$ cat config.mk
export PLATFORM = sky130hd
export DESIGN_NAME = model
export DESIGN_NICKNAME = d
export VERILOG_FILES = /design/src/rtl/model_pkg.sv /design/src/rtl/mod_counter.sv /design/src/rtl/model.sv
export SDC_FILE = /design/constraint.sdc
export NUM_CORES = 1
export LEC_CHECK = 0
export CAP_MARGIN = 5
export CORE_AREA = 2 2 39 41
export DETAILED_ROUTE_END_ITERATION = 8
export DIE_AREA = 0 0 41 43
export PLACE_DENSITY = 0.64
export REMOVE_ABC_BUFFERS = 1
export SYNTH_ARGS = -nofsm -noshare
export SYNTH_HDL_FRONTEND = slang
export SYNTH_SLANG_ARGS = --single-unit
$ cat constraint.sdc
create_clock -name clk -period 1.4 [get_ports clk]
set_input_delay 0.14 -clock clk [delete_from_list [all_inputs] [get_ports clk]]
set_output_delay 0.14 -clock clk [all_outputs]
set_load 0.01 [all_outputs]
$ cat src/rtl/model_pkg.sv
// Shared constants and helpers for the fizz/buzz counter block.
package model_pkg;

  localparam int DEF_FIZZ       = 3;
  localparam int DEF_BUZZ       = 5;
  localparam int DEF_MAX_CYCLES = 100;

  // Register width needed to hold 0..n-1, never narrower than one bit.
  function automatic int cnt_width(input int n);
    return (n < 2) ? 1 : $clog2(n);
  endfunction

endpackage

$ cat src/rtl/mod_counter.sv
// Residue counter: tracks (count mod MOD) and flags, registered, when it is zero.
module mod_counter
  import model_pkg::*;
#(
  parameter int MOD = DEF_FIZZ
) (
  input  logic clk,
  input  logic resetn,
  input  logic clr,
  input  logic inc,
  output logic zero
);

  localparam int              RW   = cnt_width(MOD);
  localparam logic [RW-1:0]   LAST = RW'(MOD - 1);

  logic [RW-1:0] res;
  logic [RW-1:0] res_nxt;

  // NOTE: every always_comb output gets a default first so no latch is inferred.
  always_comb begin
    res_nxt = res;
    if (clr)
      res_nxt = '0;
    else if (inc)
      res_nxt = (res == LAST) ? '0 : res + 1'b1;
  end

  // NOTE: sequential state uses non-blocking assignments only.
  always_ff @(posedge clk or negedge resetn) begin
    if (!resetn) begin
      res  <= '0;
      zero <= 1'b1;
    end else begin
      res  <= res_nxt;
      zero <= (res_nxt == '0);
    end
  end

endmodule

$ cat src/rtl/model.sv
// Free-running fizz/buzz detector; define MODEL_EXCLUSIVE_EN to make fizz/buzz
// drop out whenever fizzbuzz is high.
module model
  import model_pkg::*;
#(
  parameter int FIZZ       = DEF_FIZZ,
  parameter int BUZZ       = DEF_BUZZ,
  parameter int MAX_CYCLES = DEF_MAX_CYCLES
) (
  input  logic clk,
  input  logic resetn,
  output logic fizz,
  output logic buzz,
  output logic fizzbuzz
);

  localparam int            CW   = cnt_width(MAX_CYCLES);
  localparam logic [CW-1:0] LAST = CW'(MAX_CYCLES - 1);

  logic [CW-1:0] count;
  logic          wrap;
  logic          fizz_zero;
  logic          buzz_zero;

  assign wrap = (count == LAST);

  always_ff @(posedge clk or negedge resetn) begin
    if (!resetn)
      count <= '0;
    else
      count <= wrap ? '0 : count + 1'b1;
  end

  // Residues are cleared on wrap so they stay in step when MAX_CYCLES is not
  // a multiple of the divisor.
  mod_counter #(.MOD(FIZZ)) u_fizz_cnt (
    .clk    (clk),
    .resetn (resetn),
    .clr    (wrap),
    .inc    (1'b1),
    .zero   (fizz_zero)
  );

  mod_counter #(.MOD(BUZZ)) u_buzz_cnt (
    .clk    (clk),
    .resetn (resetn),
    .clr    (wrap),
    .inc    (1'b1),
    .zero   (buzz_zero)
  );

  assign fizzbuzz = fizz_zero & buzz_zero;

`ifdef MODEL_EXCLUSIVE_EN
  assign fizz = fizz_zero & ~buzz_zero;
  assign buzz = buzz_zero & ~fizz_zero;
`else
  assign fizz = fizz_zero;
  assign buzz = buzz_zero;
`endif

endmodule

* Word level (Yosys, flattened, before mapping)
Cells that the tools add are included.
** Cells by class
- Mux-type cells :: 5
- Reduce and logical (&&, ||, !) cells :: 2
- Eq/ne operators :: 3
- $add $sub $neg :: 3
- Bitwise logic cells :: 1
** Operators with widths (number)
- adder 7 x 1 -> 7 bit (second input constant) :: 1
- == test 7 bit (second input constant) :: 1
- two-way mux 7 bit :: 1
- two-way mux 3 bit :: 2
- two-way mux 2 bit :: 2
- adder 3 x 1 -> 3 bit (second input constant) :: 1
- == test 3 bit (second input constant) :: 1
- logical NOT 3 bit :: 1
- adder 2 x 1 -> 2 bit (second input constant) :: 1
- == test 2 bit (second input constant) :: 1
- logical NOT 2 bit :: 1
- bitwise AND 1 bit :: 1
** Word-level totals
- Bits of input ports :: 2
- Logic and storage cells :: 19
- Register bits :: 14

* Depth between registers and ports, before layout
- Depth after elaboration :: 4
- Depth in mapped cells :: 5
- Depth with buffers taken out :: 5

* Cells and area by module
From an unflattened synthesis, not the netlist that was laid out.
** Unflattened totals
- Cells, all modules :: 63
- Area total of the unflattened synthesis :: 700.7 um2
** Modules (own cells, without submodules)
- model :: sequential area each 175.2 um2, instances 1, cells an instance 31, area each 355.3 um2
- mod_counter at u_buzz_cnt :: sequential area each 101.3 um2, instances 1, cells an instance 21, area each 214.0 um2
- mod_counter at u_fizz_cnt :: sequential area each 76.3 um2, instances 1, cells an instance 11, area each 131.4 um2

* Worst setup path before layout
Ideal clock, no wire load.
- Kind :: register -> register
- Start point :: register count[0]
- End point :: register u_fizz_cnt.zero
- Clock period less this slack :: 1.212 ns
- Slack :: 0.188 ns
- Data arrival time :: 1.130 ns
- Library setup time :: 0.082 ns
- Required time :: 1.318 ns
- Stages on the path, launching flop included :: 5
- Path through :: dfrtp_1 -> ha_1 -> and4_4 -> buf_6 -> or2_1
** On the way
- Cells in the longest elaborated chain, start to end :: 3
** RTL lines
- start, declared :: RTL line model.sv:20 : logic [CW-1:0] count;
- start signal, assigned :: RTL line model.sv:31 : count <= wrap ? '0 : count + 1'b1;
- == test 7 bit :: RTL line model.sv:25 : assign wrap = (count == LAST);
- two-way mux 2 bit :: RTL line mod_counter.sv:23 : if (clr)
- logical NOT 2 bit :: RTL line mod_counter.sv:36 : zero <= (res_nxt == '0);
- end signal, assigned :: RTL line mod_counter.sv:36
- end, declared :: RTL line mod_counter.sv:11 : output logic zero
Every way passes these cells.

* Worst setup path after layout
- Start point :: register u_fizz_cnt.zero
- End point :: output port fizzbuzz
** On the way
- Cells in the longest elaborated chain, start to end :: 1
** RTL lines
- bitwise AND 1 bit :: RTL line model.sv:52 : assign fizzbuzz = fizz_zero & buzz_zero;
- end, declared :: RTL line model.sv:14 : output logic fizzbuzz
Every way passes these cells.

==> reports/metrics.cfg <==
[layout]
multi_input_area_um2 = 263
post-route-cell-area_um2 = 731
regArea_um2 = 353
nFillCells = 131
drive_above_1_share = 0.233
area_growth_pct = 15.2
fin_nets = 66
n_antenna_cell = 0

[floorplanning]
dieArea_um2 = 1760
fp.coreArea_um2 = 1380
chipHeight_um = 43
die-width_um = 41
io_pins = 5
rows = 14
initial_core_util = 0.458

[clock_tree]
cts-buffers-inserted = 3
cts_tree = yes
clock_latency_ns = 0.28
clk_path_buf_depth = 2
clkTransAtPathRegs_ns = 0.08
htreeDepth = 1
cts_root_buf = clkbuf_4
cts_num_sinks = 14
ctsHoldBuffers = 0

[run]
drv_cap = 0

[power]
pwr-share-seq = 0.573
power_density_nw_per_um2 = 965
pwr-share-clk = 0.410
p_leak_uw = 0.000348
switching_share = 0.196
p_comb_frac = 0.017
p_switching_uw = 138
internal-power_uw = 567
peakVddDrop_mv = 0.555

[sta]
setup_viol = 0
finalMaxSlewViolations = 0
fin_worst_skew_ns = 0.00164
fin_crit_sh = 0.936
finalHoldViolCount = 0
slew-limit-headroom = 0.891
period_minus_slack_ns = 1.31
tns_ns = 0
rsz0062_at_grt = false
worst_slew_pin_slew_ns = 0.158
fmax_mhz = 763

[detailed_routing]
post-route-drc-count = 0
wl_per_cell_um = 11.5
ant_nets = 0
drt_pass1_iterations = 3
vias_per_cell = 5.09
dr_total_vias = 387
drt-total-wl_um = 874
first_iter_violations = 1

[grt]
grt_pass1_wl_mm = 1.50
first_global_vias = 368
grt-ovfl-total = 0
grt_max_degree = 15
grt_antenna_before_repair = 0
gr-usage-all-layers = 0.135

[yosys]
netlist_instances = 51
syn_area_um2 = 634
synth-seq-cells = 14
synth.avg_cell_area_um2 = 12.4
synth_cell_type_count = 23
synth-seq-area-share = 0.556
yosys_warnings = 0

[setup_path]
cp-end-kind = primary output
crit_required_ns = 1.26
start_kind = register
cp_max_fo = 2
crit_type = reg2out
worstPathArrival_ns = 1.17

[place]
portBuffers = 4
dpl-instance-area_um2 = 698
place.gp.congestion = 0.720

[status]
status = complete, no violations

[worst_hold_path]
hp-class = in2async

-- flip-flops by register name, indices dropped and copies added (netlist names) --
name and cells:
u_buzz_cnt.zero 1, u_fizz_cnt.res 2, count 7, u_buzz_cnt.res 3, u_fizz_cnt.zero 1
-- layout by cell type, fill, tap and decap left out --
| master | instances |
|---|---|
| a211oi_2 | 1 |
| a21o_1 | 2 |
| a21oi_1 | 2 |
| a31oi_1 | 2 |
| and2_1 | 1 |
| and3_1 | 1 |
| and4_4 | 1 |
| buf_4 | 2 |
| clkbuf_4 | 3 |
| clkbuf_8 | 1 |
| clkdlybuf4s50_1 | 1 |
| dfrtp_1 | 12 |
| dfstp_2 | 2 |
| dlygate4sd2_1 | 3 |
| ha_1 | 3 |
| inv_1 | 2 |
| mux2i_1 | 2 |
| nand3_1 | 3 |
| nor2_1 | 4 |
| nor2b_1 | 2 |
| nor3_1 | 1 |
| nor3_2 | 2 |
| nor3b_1 | 1 |
| nor3b_2 | 1 |
| o21bai_2 | 1 |
| or2_1 | 1 |
| xnor2_1 | 3 |
-- Yosys cell counts --
| cell | count | area, um^2 |
|---|---|---|
| inv_1 | 2 | 7.51 |
| buf_6 | 1 | 11.3 |
| mux2i_1 | 2 | 20.0 |
| nor2_1 | 4 | 15.0 |
| nor3_2 | 2 | 20.0 |
| a31oi_1 | 2 | 12.5 |
| a211oi_2 | 1 | 12.5 |
| a21o_1 | 2 | 15.0 |
| ha_1 | 3 | 37.5 |
| nor3b_2 | 1 | 12.5 |
| and4_4 | 1 | 11.3 |
| and3_1 | 1 | 6.26 |
| o21bai_2 | 1 | 11.3 |
| nor3_1 | 1 | 5.00 |
| nor2b_1 | 2 | 12.5 |
| and2_1 | 1 | 6.26 |
| nor3b_1 | 1 | 7.51 |
| xnor2_1 | 3 | 26.3 |
| nand3_1 | 3 | 15.0 |
| or2_1 | 1 | 6.26 |
| dfstp_2 | 2 | 52.6 |
| a21oi_1 | 2 | 10.0 |
| dfrtp_1 | 12 | 300 |
-- kinds of logic (layout without fill, tap and decap cells) --
kind of cell               after synthesis  in the layout  synth area share
DFF                                     14             14             0.556
xor gates and xnor gates                 3              3            0.0414
buffers and inverters                    3             12            0.0296
AOI/OAI and AO/OA                        8              8            0.0966
adders and majority gates                3              3            0.0592
and+or+nand+nor                         18             18             0.185
muxes                                    2              2            0.0316
-- power groups by stage --
| stage | Combinational, uW | Sequential, uW | Clock (uW) |
|---|---|---|---|
| after floorplan | 0.000122 | 412 | 0 |
| after global placement | 12.5 | 412 | 0 |
| after detailed placement | 12.7 | 412 | 0 |
| after CTS | 12.7 | 404 | 295 |
| after global routing | 14.0 | 404 | 321 |
| final | 11.7 | 404 | 289 |
-- layout make-up --
| type | instances | share of cell area |
|---|---|---|
| tap | 16 | 0.0274 |
| timing repair buffer | 6 | 0.0702 |
| inverter | 2 | 0.0103 |
| multi-input combinational | 34 | 0.360 |
| sequential | 14 | 0.483 |
| clock buffer | 4 | 0.0497 |
-- path summary, 6_finish.rpt --
path	start	end	slack [ns]	cells after the start
worst max register to register	u_buzz_cnt.res[0]	u_buzz_cnt.zero	0.21	4
worst max-delay path	u_fizz_cnt.zero	fizzbuzz	0.09	2
worst min register to register	u_fizz_cnt.res[0]	u_fizz_cnt.res[0]	0.44	1
max in group asynchronous	resetn	u_buzz_cnt.zero	1.01	2
worst min-delay path	resetn	count[3]	0.15	2
min in group clk	u_fizz_cnt.res[0]	u_fizz_cnt.res[0]	0.44	1
-- critical path, stage by stage (launching register included) --
cell and delay (ns):
dfstp_2 0.52, and2_1 0.11, dlygate4sd2_1 0.26
-- metrics by stage --
step	std cells	util	total power (uW)	hold WS, ns	worst slack (ns)
floorplan	50	-	412	-0.156	0.275
global placement	72	0.505	425	0.413	0.125
detailed placement	72	0.505	425	0.433	0.118
CTS	76	0.528	712	0.158	0.0805
global route	76	0.528	739	0.155	0.0338
finish	76	0.528	705	0.150	0.0899
-- what timing repair did --
action,in CTS,in global routing
gates resized for setup,3,0
buffers inserted,0,0
endpoints found under the setup margin,3,0
-- metal layers --
layer,vias to the layer above,GRT usage,wire (um)
met5,-,0,0
met4,0,0.100,24
met3,3,0.0471,24
met2,4,0.184,404
met1,182,0.167,420
li1,198,-,-
Power figures use the tool's default switching activity.
